--- config.mk ---
export PLATFORM = sky130hd
export DESIGN_NAME = cpu6_pipereg_stage_flat
export DESIGN_NICKNAME = d
export VERILOG_FILES = /design/src/rtl/cpu6_pipereg_stage_pkg.sv /design/src/rtl/cpu6_pipereg_stage_if.sv /design/src/rtl/cpu6_dffre.sv /design/src/rtl/cpu6_pipereg_stage.sv /design/src/flat_wrapper.sv
export SDC_FILE = /design/constraint.sdc
export NUM_CORES = 1
export LEC_CHECK = 0
export BUFFER_PORTS_ARGS = -buffer_cell sky130_fd_sc_hd__buf_2
export CAP_MARGIN = 20
export CORE_MARGIN = 3
export CORE_UTILIZATION = 50
export CTS_BUF_LIST = sky130_fd_sc_hd__clkbuf_2
export DETAILED_ROUTE_END_ITERATION = 10
export PLACE_DENSITY = 0.76
export SYNTH_ARGS = -nofsm -noshare
export SYNTH_HDL_FRONTEND = slang
export SYNTH_SLANG_ARGS = --single-unit
--- constraint.sdc ---
create_clock -name clk -period 2.4 [get_ports clk]
set_clock_uncertainty 0.15 [all_clocks]
set_input_delay 0.24 -clock clk [delete_from_list [all_inputs] [get_ports clk]]
set_output_delay 0.24 -clock clk [all_outputs]
set_load 0.02 [all_outputs]
--- src/rtl/cpu6_pipereg_stage_pkg.sv ---
// Shared widths, stage state encoding and per-stage ctrl sizes for cpu6 pipeline registers.
// Latency: n/a (definitions only).
// Backpressure: n/a (definitions only).
package cpu6_pipereg_stage_pkg;

    localparam int CPU6_XLEN          = 32;
    localparam int CPU6_PIPE_OCC_SIZE = 2;

    // ID/EX control bundle: memwrite, memtoreg, branchtype, alusrc,
    // regwrite, jump, alucontrol, immtype.
    localparam int CPU6_IDEX_CTRL_SIZE = 1 + 1 + 3 + 1 + 1 + 1 + 4 + 3;

    // The encoding equals the number of held entries, so occupancy is the state itself.
    typedef enum logic [CPU6_PIPE_OCC_SIZE-1:0] {
        OCC_EMPTY = 2'd0,
        OCC_ONE   = 2'd1,
        OCC_TWO   = 2'd2
    } occ_state_e;

endpackage

--- src/rtl/cpu6_pipereg_stage_if.sv ---
// Valid/ready handshake bundle carrying one pipeline entry (ctrl + data).
// Latency: n/a (wires only).
// Backpressure: master holds valid/ctrl/data until slave asserts ready.
// Signals: valid, ready, ctrl[CTRL_W], data[DATA_W].
interface cpu6_pipereg_stage_if
    import cpu6_pipereg_stage_pkg::*;
#(
    parameter int CTRL_W = 8,
    parameter int DATA_W = CPU6_XLEN
);
    logic              valid;
    logic              ready;
    logic [CTRL_W-1:0] ctrl;
    logic [DATA_W-1:0] data;

    modport master (output valid, output ctrl, output data, input ready);
    modport slave  (input valid, input ctrl, input data, output ready);
endinterface

--- src/rtl/cpu6_dffre.sv ---
// Register slot with enable and optional synchronous active-low reset to zero.
// Latency: 1 cycle from d/en to q.
// Backpressure: none; en alone decides when the slot loads.
// Ports: clk, reset (active-low, sync), en, d[W], q[W].
module cpu6_dffre #(
    parameter int W      = 1,
    parameter bit RST_EN = 1'b1
) (
    input  logic         clk,
    input  logic         reset,
    input  logic         en,
    input  logic [W-1:0] d,
    output logic [W-1:0] q
);

    always_ff @(posedge clk) begin
        if (RST_EN && !reset) begin
            q <= '0;
        end else if (en) begin
            q <= d;
        end
    end

endmodule

--- src/rtl/cpu6_pipereg_stage.sv ---
// Inter-stage pipeline register with stall/flush and an optional 2-entry skid buffer.
// Latency: 1 cycle from accept to out valid.
// Backpressure: SKID=1 -> registered up.ready (low only when both slots full);
//               SKID=0 -> up.ready = ~out_valid | deq.
// Ports: clk, reset (sync, active-low), flush, stall, up (slave), dn (master), occupancy.
module cpu6_pipereg_stage
    import cpu6_pipereg_stage_pkg::*;
#(
    parameter int CTRL_W = 8,
    parameter int DATA_W = CPU6_XLEN,
    parameter bit SKID   = 1'b1
) (
    input  logic                          clk,
    input  logic                          reset,
    input  logic                          flush,
    input  logic                          stall,
    cpu6_pipereg_stage_if.slave           up,
    cpu6_pipereg_stage_if.master          dn,
    output logic [CPU6_PIPE_OCC_SIZE-1:0] occupancy
);

    occ_state_e        state_q;
    occ_state_e        state_d;
    logic              rdy_q;
    logic              out_valid;
    logic              accept;
    logic              deq;
    logic              head_en;
    logic              head_from_skid;
    logic              skid_en;
    logic [CTRL_W-1:0] head_ctrl;
    logic [CTRL_W-1:0] skid_ctrl;
    logic [CTRL_W-1:0] head_ctrl_d;
    logic [DATA_W-1:0] head_data;
    logic [DATA_W-1:0] skid_data;
    logic [DATA_W-1:0] head_data_d;

    assign out_valid = (state_q != OCC_EMPTY);
    // A flush kills the head, so a coincident downstream handshake is not a dequeue.
    assign deq       = out_valid & dn.ready & ~stall & ~flush;
    assign up.ready  = SKID ? rdy_q : (~out_valid | deq);
    assign accept    = up.valid & up.ready & ~flush;

    always_comb begin
        state_d        = state_q;
        head_en        = 1'b0;
        head_from_skid = 1'b0;
        skid_en        = 1'b0;
        if (flush) begin
            state_d = OCC_EMPTY;
        end else begin
            case (state_q)
                OCC_EMPTY: begin
                    if (accept) begin
                        state_d = OCC_ONE;
                        head_en = 1'b1;
                    end
                end
                OCC_ONE: begin
                    if (accept && deq) begin
                        head_en = 1'b1;
                    end else if (accept && SKID) begin
                        // Head is held, so the newcomer parks behind it.
                        state_d = OCC_TWO;
                        skid_en = 1'b1;
                    end else if (deq) begin
                        state_d = OCC_EMPTY;
                    end
                end
                OCC_TWO: begin
                    if (deq) begin
                        state_d        = OCC_ONE;
                        head_en        = 1'b1;
                        head_from_skid = 1'b1;
                    end
                end
                default: state_d = OCC_EMPTY;
            endcase
        end
    end

    always_ff @(posedge clk) begin
        if (!reset) begin
            state_q <= OCC_EMPTY;
            rdy_q   <= 1'b1;
        end else begin
            state_q <= state_d;
            rdy_q   <= (state_d != OCC_TWO);
        end
    end

    assign head_ctrl_d = head_from_skid ? skid_ctrl : up.ctrl;
    assign head_data_d = head_from_skid ? skid_data : up.data;

    cpu6_dffre #(.W(CTRL_W), .RST_EN(1'b1)) u_head_ctrl (
        .clk(clk), .reset(reset), .en(head_en), .d(head_ctrl_d), .q(head_ctrl)
    );
    cpu6_dffre #(.W(DATA_W), .RST_EN(1'b0)) u_head_data (
        .clk(clk), .reset(reset), .en(head_en), .d(head_data_d), .q(head_data)
    );
    cpu6_dffre #(.W(CTRL_W), .RST_EN(1'b1)) u_skid_ctrl (
        .clk(clk), .reset(reset), .en(skid_en), .d(up.ctrl), .q(skid_ctrl)
    );
    cpu6_dffre #(.W(DATA_W), .RST_EN(1'b0)) u_skid_data (
        .clk(clk), .reset(reset), .en(skid_en), .d(up.data), .q(skid_data)
    );

    // Bubbles must never carry side-effecting control bits downstream.
    assign dn.valid  = out_valid;
    assign dn.ctrl   = out_valid ? head_ctrl : '0;
    assign dn.data   = head_data;
    assign occupancy = state_q;

endmodule

--- src/flat_wrapper.sv ---
// flat-port wrapper written by rule: the top's interface ports become plain ports
module cpu6_pipereg_stage_flat import cpu6_pipereg_stage_pkg::*;
#(
    parameter int CTRL_W = 8,
    parameter int DATA_W = CPU6_XLEN,
    parameter bit SKID   = 1'b1
)
  (clk, reset, flush, stall, occupancy, up_valid, up_ctrl, up_data, up_ready, dn_valid, dn_ctrl, dn_data, dn_ready);
  cpu6_pipereg_stage_if #(.CTRL_W(CTRL_W), .DATA_W(DATA_W)) up_i ();
  cpu6_pipereg_stage_if #(.CTRL_W(CTRL_W), .DATA_W(DATA_W)) dn_i ();
  input  logic clk;
  input  logic reset;
  input  logic flush;
  input  logic stall;
  output logic [CPU6_PIPE_OCC_SIZE-1:0] occupancy;
  input wire logic [$bits(up_i.valid)-1:0] up_valid;
  input wire logic [$bits(up_i.ctrl)-1:0] up_ctrl;
  input wire logic [$bits(up_i.data)-1:0] up_data;
  output wire logic [$bits(up_i.ready)-1:0] up_ready;
  output wire logic [$bits(dn_i.valid)-1:0] dn_valid;
  output wire logic [$bits(dn_i.ctrl)-1:0] dn_ctrl;
  output wire logic [$bits(dn_i.data)-1:0] dn_data;
  input wire logic [$bits(dn_i.ready)-1:0] dn_ready;
  assign up_i.valid = up_valid;
  assign up_i.ctrl = up_ctrl;
  assign up_i.data = up_data;
  assign up_ready = up_i.ready;
  assign dn_valid = dn_i.valid;
  assign dn_ctrl = dn_i.ctrl;
  assign dn_data = dn_i.data;
  assign dn_i.ready = dn_ready;
  cpu6_pipereg_stage #(.CTRL_W(CTRL_W), .DATA_W(DATA_W), .SKID(SKID)) u_core (.clk(clk), .reset(reset), .flush(flush), .stall(stall), .up(up_i), .dn(dn_i), .occupancy(occupancy));
endmodule
==> flow_metrics.py, run 1 <==
metrics = {
    "clock_network": {
        "numCtsBuffers": 9,
        "cts.root.buffer_cell": "sky130_fd_sc_hd__clkbuf_2",
        "cts_repair_resize_count": 0,
        "tritoncts_clock_tree": "done",
        "htree_num_levels": 3,
        "number_of_buffers_on_the_longest_clock_path": 2,
        "clock_slew_seen_by_the_registers_of_the_worst_setup_and_hold_paths_ps": 200,
        "number_of_sinks_driven_by_the_clock_tree": 83,
        "cts.repair_timing.setup_buffer_count": 0,
        "clkLatencyLatePin_ps": 480,
    },
    "route": {
        "routed_wl_met3_um": 328,
        "number_of_detailed_route_iterations_in_the_first_pass": 4,
        "post_drt_wl_per_cell_um": 14.3,
        "wirelength_met1_um": 2620,
        "top_layer_used": "met4",
        "dr.first_iter.drc_count": 76,
        "wl_met2_um": 2970,
        "postRouteAntennaNets": 0,
        "overall_routed_net_length_um": 6040,
        "routed-via-count": 2051,
        "routed_via_count_divided_by_cell_count": 4.86,
        "drcViolationCount": 0,
    },
    "floorplan": {
        "placementRows": 29,
        "floorplan.initialDensity": 0.526,
        "die-area_um2": 7860,
        "core-area_um2": 6490,
        "die-height_um": 88.7,
        "die_w_um": 88.7,
        "num_io_pins": 90,
    },
    "setup_path": {
        "critical_path.startpoint_type": "flip-flop",
        "criticalPathCategory": "reg2reg",
        "crit_required_ps": 2640,
        "ff2ff_path_depth": 6,
        "timing.reg2reg.setup_slack_ps": 150,
        "reg2reg_to": "u_core.u_skid_ctrl.q[2]",
        "critical_path_peak_fanout": 40,
        "critical_path.reg2reg.startpoint": "u_core.occupancy[1]",
        "critical_path.endpoint_type": "flip-flop",
        "critical_path_arrival_ps": 2490,
    },
    "placed_design": {
        "port_buffers": 89,
        "gp_congestion": 0.734,
        "place.detailed.hpwl_um": 3700,
    },
    "logic_synthesis": {
        "synthCells": 199,
        "synthesis.area_um2": 3420,
        "fraction_of_the_mapped_netlist_area_in_compound_gates": 0.00916,
        "ys_types": 25,
        "synth.area.mux_share": 0.212,
        "ys_warn_count": 0,
        "synthDominantCellAreaShare": 0.563,
        "post_synth_main_area_contributors": "sky130_fd_sc_hd__edfxtp_1 56%, sky130_fd_sc_hd__mux2_4 13%, sky130_fd_sc_hd__dfxtp_1 11%",
        "synth_commonest_cells": "64 x sky130_fd_sc_hd__edfxtp_1, 30 x sky130_fd_sc_hd__mux2_4, 19 x sky130_fd_sc_hd__dfxtp_1, 17 x sky130_fd_sc_hd__nand2_1, 17 x sky130_fd_sc_hd__nor2b_1",
        "async_reset_ff_frac": 0,
        "synth_fp_nets": 245,
        "synth-adder-area-share": 0,
        "synth.yosys.seq_area_share": 0.674,
        "syn_avg_cell_area_um2": 17.2,
        "post_synth_xor_area_fraction": 0,
        "yosys_most_used_dff": "sky130_fd_sc_hd__edfxtp_1",
        "synth_enable_flop_cells": 64,
        "yosys_register_bits": 83,
        "synth_top_family_by_area": "multiplexers",
        "synth_area_in_simple_gates": 0.0729,
        "post-synth-top-count-cell": "sky130_fd_sc_hd__edfxtp_1",
        "synth.largest_area_cell": "sky130_fd_sc_hd__edfxtp_1",
    },
    "timing": {
        "timing.setup.tns_ps": 0,
        "hold_violations": 0,
        "min_period_ps": 2250,
        "maxSlewViolCount": 0,
        "max_clock_freq_mhz": 445,
        "grt_setup_unrepaired": "no",
        "setup_viol": 0,
        "maxSlewHeadroom": 0.745,
        "finalCritPeriodShare": 0.936,
        "max_slew.worst_pin.slew_ps": 382,
    },
    "global_route": {
        "grt_max_degree": 41,
        "grt_pass1_vias": 2032,
        "grt-ovfl-total": 0,
        "first_pass_grt_wire_length_um": 9160,
        "grt_usage": 0.157,
        "antenna_violations_before_repair": 0,
    },
    "hold_path": {
        "hold_end": "u_core.occupancy[0]",
        "min_from": "dn_ready",
        "hold_path_depth": 5,
        "hold_path.class": "in2reg",
    },
    "pwr": {
        "max-vdd-ir-drop_v": 0.000365,
        "total_leakage_power_nw": 1.80,
        "p_clk_frac": 0.311,
        "p_int_mw": 2.20,
        "power.switching_fraction": 0.209,
        "total_power_mw": 2.78,
        "register_share_of_total_power": 0.581,
        "cellPowerDensity_nw_per_um2": 610,
        "p_sw_uw": 580,
        "pwr-share-comb": 0.109,
    },
    "flow_run": {
        "cap_violations": 0,
    },
    "layout": {
        "layout_cell_share_with_drive_strength_beyond_1": 0.438,
        "antenna-diode-count": 0,
        "area_delta_synth_final_pct": 33.4,
        "design.final.nets": 387,
    },
    "outcome": {
        "status": "finished clean",
    },
}
-- cell usage in the layout (no fill, tap or decap), types with 3 or more instances in the layout --
| cell | Yosys | routed |
|---|---|---|
| sky130_fd_sc_hd__bufinv_16 | 0 | 3 |
| sky130_fd_sc_hd__buf_2 | 1 | 89 |
| sky130_fd_sc_hd__mux2_4 | 30 | 30 |
| sky130_fd_sc_hd__nand2_1 | 17 | 17 |
| sky130_fd_sc_hd__mux2i_1 | 16 | 16 |
| sky130_fd_sc_hd__clkbuf_2 | 0 | 9 |
| sky130_fd_sc_hd__edfxtp_1 | 64 | 64 |
| sky130_fd_sc_hd__mux2_2 | 10 | 10 |
| sky130_fd_sc_hd__nor2b_1 | 17 | 17 |
| sky130_fd_sc_hd__dlygate4sd3_1 | 0 | 46 |
| sky130_fd_sc_hd__dfxtp_1 | 19 | 19 |
| sky130_fd_sc_hd__buf_12 | 3 | 3 |
-- area by class of cell --
| type | instances | area, um2 |
|---|---|---|
| inverter | 2 | 7.51 |
| fill | 443 | 1940 |
| multi-input combinational | 105 | 1020 |
| clock inverter | 6 | 105 |
| tap | 77 | 96.3 |
| timing repair buffer | 140 | 981 |
| sequential | 83 | 2300 |
| clock buffer | 9 | 45.0 |
-- timing repair --
action / in CTS / in global routing
endpoints found under the setup margin: 0 / 0
hold buffers: 46 / 0
hold endpoints to repair: 83 / 0
-- how the worst max path moves through the flow --
stage / from / to / slack [ps] / cells past startpoint
2_1_floorplan: u_core.occupancy[1] / u_core.u_head_data.q[10] / 430 / 6
5_1_grt: u_core.occupancy[1] / u_core.u_skid_ctrl.q[1] / 40 / 6
3_3_place_gp: stall / u_core.u_head_data.q[15] / 560 / 6
3_5_place_dp: u_core.occupancy[1] / u_core.u_head_data.q[11] / 530 / 5
4_1_cts: u_core.occupancy[1] / u_core.u_skid_ctrl.q[1] / 160 / 6
6_report: u_core.occupancy[1] / u_core.u_skid_ctrl.q[2] / 150 / 6
-- logic make-up (layout without fill, tap and decap cells) --
| kind of cell | after synthesis | in the layout |
|---|---|---|
| DFF | 83 | 83 |
| muxes | 56 | 56 |
| and+or+nand+nor | 44 | 44 |
| buffers and inverters | 11 | 157 |
| AOI/OAI and AO/OA | 5 | 5 |
-- through the flow --
stage	area [um2]	util	worst slack, ps	cells	hold WS (ps)
2_1_floorplan	3420	-	433	199	189
3_3_place_gp	3950	0.608	564	361	285
3_5_place_dp	3950	0.608	533	361	283
4_1_cts	4560	0.702	160	422	99.9
5_1_grt	4560	0.702	36.4	422	110
6_report	4560	0.702	154	422	161
-- registers in the layout, summed over array words and instances (netlist names) --
name                  cells
u_core.occupancy          2
u_core.u_head_data.q     32
u_core.u_skid_data.q     32
u_core.u_skid_ctrl.q      8
u_core.u_head_ctrl.q      8
u_core.up.ready           1
-- power groups by stage --
stage	clock [mW]	sequential, mW	combinational, mW
final	0.863	1.61	0.302
after global routing	0.942	1.62	0.326
after CTS	0.891	1.61	0.304
after detailed placement	0	1.64	0.247
after global placement	0	1.65	0.242
after floorplan	0	1.68	0.104
-- worst max-delay path: stages (launching register included) --
cell,delay [ps]
sky130_fd_sc_hd__dfxtp_1,400
sky130_fd_sc_hd__nand4b_1,250
sky130_fd_sc_hd__nor3_2,270
sky130_fd_sc_hd__buf_12,280
sky130_fd_sc_hd__mux2i_1,210
sky130_fd_sc_hd__nor2b_1,60
sky130_fd_sc_hd__dlygate4sd3_1,540
-- routing by layer --
layer | vias up | GRT usage
li1 | 1020 | -
met1 | 947 | 0.188
met2 | 70 | 0.257
met3 | 14 | 0.0363
met4 | 0 | 0.0920
met5 | - | 0
Note: power is estimated with default switching activity, not from simulation.
==> run 2: changes to the inputs <==
- clock period: 2.4 -> 2.5 ns (I/O delays scaled with it)
==> run 2 against run 1 <==
  * Sequential share of layout area is 0.80 points higher
  * Register-to-register slack better by 430 ps
  * Non-clock buffer count is 3 lower
  * Worst setup slack better by 430 ps
  * Combinational power is 4% lower
  * Critical path depth is 2 lower
  * Total power is 10% lower
==> flow_metrics.py, run 2 (synthesis gave the netlist of run 1 again) <==
metrics = {
    "layout": {
        "area_delta_synth_final_pct": 31.3,
        "antenna-diode-count": 0,
        "reg.largest.list": "u_core.u_head_data.q: 32 flops, u_core.u_skid_data.q: 32 flops",
        "layout_cell_share_with_drive_strength_beyond_1": 0.443,
        "design.final.nets": 384,
        "most_common_cell_after_layout_fill_and_taps_aside": "sky130_fd_sc_hd__buf_2",
        "final.fill_count": 445,
        "multi_input_comb_area_um2": 1020,
        "ff_latch_area_um2": 2300,
        "final_cell_mix": "89 x sky130_fd_sc_hd__buf_2, 64 x sky130_fd_sc_hd__edfxtp_1, 43 x sky130_fd_sc_hd__dlygate4sd3_1, 30 x sky130_fd_sc_hd__mux2_4, 19 x sky130_fd_sc_hd__dfxtp_1",
    },
    "global_route": {
        "grt_usage": 0.164,
        "grt-ovfl-total": 0,
        "first_pass_grt_wire_length_um": 9640,
        "grt_pass1_vias": 2043,
        "antenna_violations_before_repair": 0,
        "grt_max_degree": 41,
    },
    "route": {
        "drcViolationCount": 0,
        "overall_routed_net_length_um": 6260,
        "routed-via-count": 2032,
        "routed_via_count_divided_by_cell_count": 4.84,
        "post_drt_wl_per_cell_um": 14.9,
        "postRouteAntennaNets": 0,
        "dr.first_iter.drc_count": 83,
        "number_of_detailed_route_iterations_in_the_first_pass": 4,
    },
    "timing": {
        "maxSlewHeadroom": 0.735,
        "finalCritPeriodShare": 0.768,
        "max_clock_freq_mhz": 521,
        "maxSlewViolCount": 0,
        "timing.setup.tns_ps": 0,
        "max_slew.worst_pin.slew_ps": 397,
        "grt_setup_unrepaired": "no",
        "min_period_ps": 1920,
        "hold_violations": 0,
        "setup_viol": 0,
        "worst_slack_ps": 581,
    },
    "floorplan": {
        "num_io_pins": 90,
        "die_w_um": 88.7,
        "core-area_um2": 6490,
        "floorplan.initialDensity": 0.526,
        "die-area_um2": 7860,
        "placementRows": 29,
        "die-height_um": 88.7,
    },
    "flow_run": {
        "cap_violations": 0,
    },
    "placed_design": {
        "gp_congestion": 0.720,
        "place.detailed.hpwl_um": 3810,
        "port_buffers": 89,
        "pre_cts_setup_slack_ps": 618,
    },
    "outcome": {
        "status": "finished clean",
    },
    "clock_network": {
        "clock_slew_seen_by_the_registers_of_the_worst_setup_and_hold_paths_ps": 190,
        "numCtsBuffers": 9,
        "htree_num_levels": 3,
        "clkLatencyLatePin_ps": 500,
        "cts.repair_timing.setup_buffer_count": 0,
        "number_of_sinks_driven_by_the_clock_tree": 83,
        "cts.root.buffer_cell": "sky130_fd_sc_hd__clkbuf_2",
        "cts_repair_resize_count": 0,
        "tritoncts_clock_tree": "done",
        "number_of_buffers_on_the_longest_clock_path": 2,
    },
    "setup_path": {
        "critical_path.startpoint_type": "flip-flop",
        "crit_required_ps": 2100,
        "worst-path-buf-inv": 2,
        "crit_path_max_incr_delay_ps": 460,
        "critical_path_arrival_ps": 1520,
        "timing.critical_path.max_delay_family": "flip-flops",
        "cell_breakdown_of_the_critical_path": "nor2_1, buf_4, nor2b_1, buf_2",
        "critical_path.endpoint_type": "primary output",
        "critical_path_peak_fanout": 9,
        "worst_path_max_delay_cell": "sky130_fd_sc_hd__dfxtp_1",
        "criticalPathCategory": "reg2out",
    },
    "pwr": {
        "cellPowerDensity_nw_per_um2": 556,
        "total_leakage_power_nw": 1.77,
        "max-vdd-ir-drop_v": 0.000374,
    },
    "hold_path": {
        "hold_path.class": "in2reg",
    },
}
run 2: worst paths after layout:
kind	from	to	slack, ps	cells after the start
max	u_core.occupancy[1]	dn_ctrl[4]	580	4
min	stall	u_core.occupancy[0]	60	5
max reg2reg	u_core.occupancy[1]	u_core.u_head_data.q[20]	580	5
min reg2reg	u_core.u_head_ctrl.q[0]	u_core.u_head_ctrl.q[0]	320	2
run 2: timing repair:
item	CTS	global route
endpoints found under the setup margin	0	0
endpoints found under the hold margin	79	0
hold buffers	43	0
run 2: area by class of cell:
cell class                 instances  area share
multi-input combinational        105       0.227
inverter                           2     0.00167
clock inverter                     5      0.0120
tap                               77      0.0215
sequential                        83       0.513
timing repair buffer             137       0.212
clock buffer                      11      0.0123
run 2: routing by layer:
metal	up-vias	wire length (um)	GRT usage
met5	-	0	0
met4	0	80	0.0701
met3	10	281	0.0326
met2	62	3230	0.283
met1	956	2680	0.200
li1	1004	-	-
run 2: power breakdown:
group	total [mW]	internal, mW	switching [mW]
registers	1.55	1.54	0.0151
logic	0.289	0.154	0.135
clock network	0.655	0.235	0.420
run 2: tightest hold or removal path: cells and delay by family:
family / cells / cell delay (ps)
simple gates: 2 / 170
buf+inv: 1 / 90
compound gates: 2 / 170
run 2: metrics by stage:
stage | power (mW) | utilization | hold WS, ps | area (um2) | instances
2_1_floorplan | 1.72 | - | 199 | 3420 | 199
3_5_place_dp | 1.82 | 0.608 | 295 | 3950 | 361
5_1_grt | 2.59 | 0.691 | 40.0 | 4490 | 420
4_1_cts | 2.52 | 0.691 | 12.6 | 4490 | 420
6_report | 2.49 | 0.691 | 60.9 | 4490 | 420
3_3_place_gp | 1.81 | 0.608 | 291 | 3950 | 361
==> run 3: changes to the inputs <==
- CORE_UTILIZATION: 50 -> 49
- PLACE_DENSITY: 0.76 -> 0.78
- clock period: 2.5 -> 1.7 ns (I/O delays scaled with it)
==> run 3 against run 2 <==
  * Sequential power up 47%
  * Global-route usage rose by 0.34 points
  * Critical path depth is the same
  * Final cell count grew 10%
  * Highest routed layer unchanged
  * Sequential cell count is the same
  * Combinational power up 82%
  * The run now ends with negative setup slack left
==> flow_metrics.py, run 3 (synthesis gave the netlist of run 1 again) <==
metrics = {
    "outcome": {
        "status": "complete, but fails checks",
        "failed_checks": "negative setup slack",
    },
    "global_route": {
        "antenna_violations_before_repair": 0,
        "grt_pass1_vias": 2079,
        "grt-ovfl-total": 0,
        "first_pass_grt_wire_length_um": 9840,
        "grt_max_degree": 33,
        "grt_usage": 0.168,
    },
    "route": {
        "overall_routed_net_length_um": 7440,
        "postRouteAntennaNets": 0,
        "dr.first_iter.drc_count": 49,
        "drcViolationCount": 0,
        "number_of_detailed_route_iterations_in_the_first_pass": 4,
        "post_drt_wl_per_cell_um": 16.1,
        "routed_via_count_divided_by_cell_count": 4.75,
        "routed-via-count": 2194,
    },
    "timing": {
        "maxSlewHeadroom": 0.828,
        "worst_slack_ps": -177,
        "max_clock_freq_mhz": 533,
        "max_slew.worst_pin.slew_ps": 257,
        "setup_viol": 105,
        "min_period_ps": 1880,
        "maxSlewViolCount": 0,
        "hold_violations": 0,
        "finalCritPeriodShare": 1.10,
        "grt_setup_unrepaired": "yes",
    },
    "clock_network": {
        "number_of_sinks_driven_by_the_clock_tree": 83,
        "numCtsBuffers": 9,
        "cts.root.buffer_cell": "sky130_fd_sc_hd__clkbuf_2",
        "clock_slew_seen_by_the_registers_of_the_worst_setup_and_hold_paths_ps": 220,
        "number_of_buffers_on_the_longest_clock_path": 2,
        "htree_num_levels": 3,
        "clkLatencyLatePin_ps": 500,
        "tritoncts_clock_tree": "done",
    },
    "layout": {
        "most_common_cell_after_layout_fill_and_taps_aside": "sky130_fd_sc_hd__buf_2",
        "layout_cell_share_with_drive_strength_beyond_1": 0.504,
        "design.final.nets": 410,
        "reg.largest.list": "u_core.u_head_data.q: 32 flops, u_core.u_skid_data.q: 32 flops",
        "antenna-diode-count": 0,
        "area_delta_synth_final_pct": 44.7,
        "finish.utilization": 0.752,
        "final_cell_mix": "80 x sky130_fd_sc_hd__buf_2, 64 x sky130_fd_sc_hd__edfxtp_1, 43 x sky130_fd_sc_hd__dlygate4sd3_1, 32 x sky130_fd_sc_hd__mux2_4",
    },
    "placed_design": {
        "gp_congestion": 0.801,
        "port_buffers": 89,
        "place.detailed.hpwl_um": 4190,
    },
    "floorplan": {
        "die-area_um2": 8010,
        "num_io_pins": 90,
        "floorplan.initialDensity": 0.520,
        "die_w_um": 89.5,
        "placementRows": 29,
        "core-area_um2": 6570,
        "die-height_um": 89.5,
    },
    "setup_path": {
        "critical_path.startpoint_type": "flip-flop",
        "crit_required_ps": 1830,
        "critical_path_peak_fanout": 16,
        "criticalPathCategory": "reg2reg",
        "critical_path_arrival_ps": 2000,
        "critical_path.endpoint_type": "flip-flop",
    },
    "pwr": {
        "total_leakage_power_nw": 1.97,
        "max-vdd-ir-drop_v": 0.000647,
        "cellPowerDensity_nw_per_um2": 774,
        "total_power_mw": 3.82,
    },
    "flow_run": {
        "cap_violations": 0,
    },
    "hold_path": {
        "hold_path.class": "in2reg",
    },
}
run 3: cell types whose count changed in the layout (fill, tap and decap cells not counted), sizes merged:
cell and delta:
buf +22, clkbuf +3, inv +1
run 3: critical path, stage by stage, from the launching register on:
cell and delay (ps):
sky130_fd_sc_hd__dfxtp_4 390, sky130_fd_sc_hd__and4bb_1 280, sky130_fd_sc_hd__nor2b_4 280, sky130_fd_sc_hd__buf_12 220
sky130_fd_sc_hd__mux2_4 320
run 3: repair_timing:
item                                    4_1_cts  5_1_grt
gates cloned                                  1        6
pin swaps                                     3        3
buffers inserted                              0        9
hold buffers                                 43        0
gates resized for setup                      16       20
endpoints found under the hold margin        83        0
endpoints found under the setup margin       72      103
run 3: per-layer routing:
layer / vias to the layer above / share of wire / track usage
met5: - / 0 / 0
met4: 0 / 0.015 / 0.0609
met3: 13 / 0.052 / 0.0406
met2: 82 / 0.50 / 0.294
met1: 1040 / 0.43 / 0.200
li1: 1059 / - / -
run 3: path summary, 6_finish.rpt:
check                          startpoint                        to  slack [ps]  cells past startpoint
setup / recovery      u_core.occupancy[0]  u_core.u_head_data.q[17]        -180                      4
hold / removal                      stall       u_core.occupancy[0]          50                      6
setup reg to reg      u_core.occupancy[0]  u_core.u_head_data.q[17]        -180                      4
hold reg to reg   u_core.u_head_ctrl.q[4]   u_core.u_head_ctrl.q[4]         320                      2
run 3: where the power goes:
group | internal, mW | switching [mW] | total, mW | leakage [nW]
registers | 2.26 | 0.0200 | 2.28 | 0.745
clock network | 0.349 | 0.672 | 1.02 | 0.0723
logic | 0.297 | 0.229 | 0.526 | 1.15
total | 2.90 | 0.921 | 3.82 | 1.97
run 3: layout make-up:
type / instances / area [um2]
timing repair buffer: 163 / 1350
fill: 422 / 1630
tap: 93 / 116
multi-input combinational: 105 / 1050
sequential: 83 / 2310
clock buffer: 10 / 50.0
inverter: 2 / 7.51
clock inverter: 6 / 65.1
run 3: metrics by stage:
stage	instances	area, um2	TNS, ps	hold slack (ps)	worst slack (ps)
after floorplan	199	3430	-6600	119	-158
after global placement	387	4050	-1070	216	-65.2
after detailed placement	387	4050	-2420	215	-100
after CTS	447	4660	-4330	7.59	-141
after global routing	462	4940	-12500	20.2	-211
final	462	4940	-7620	47.5	-177
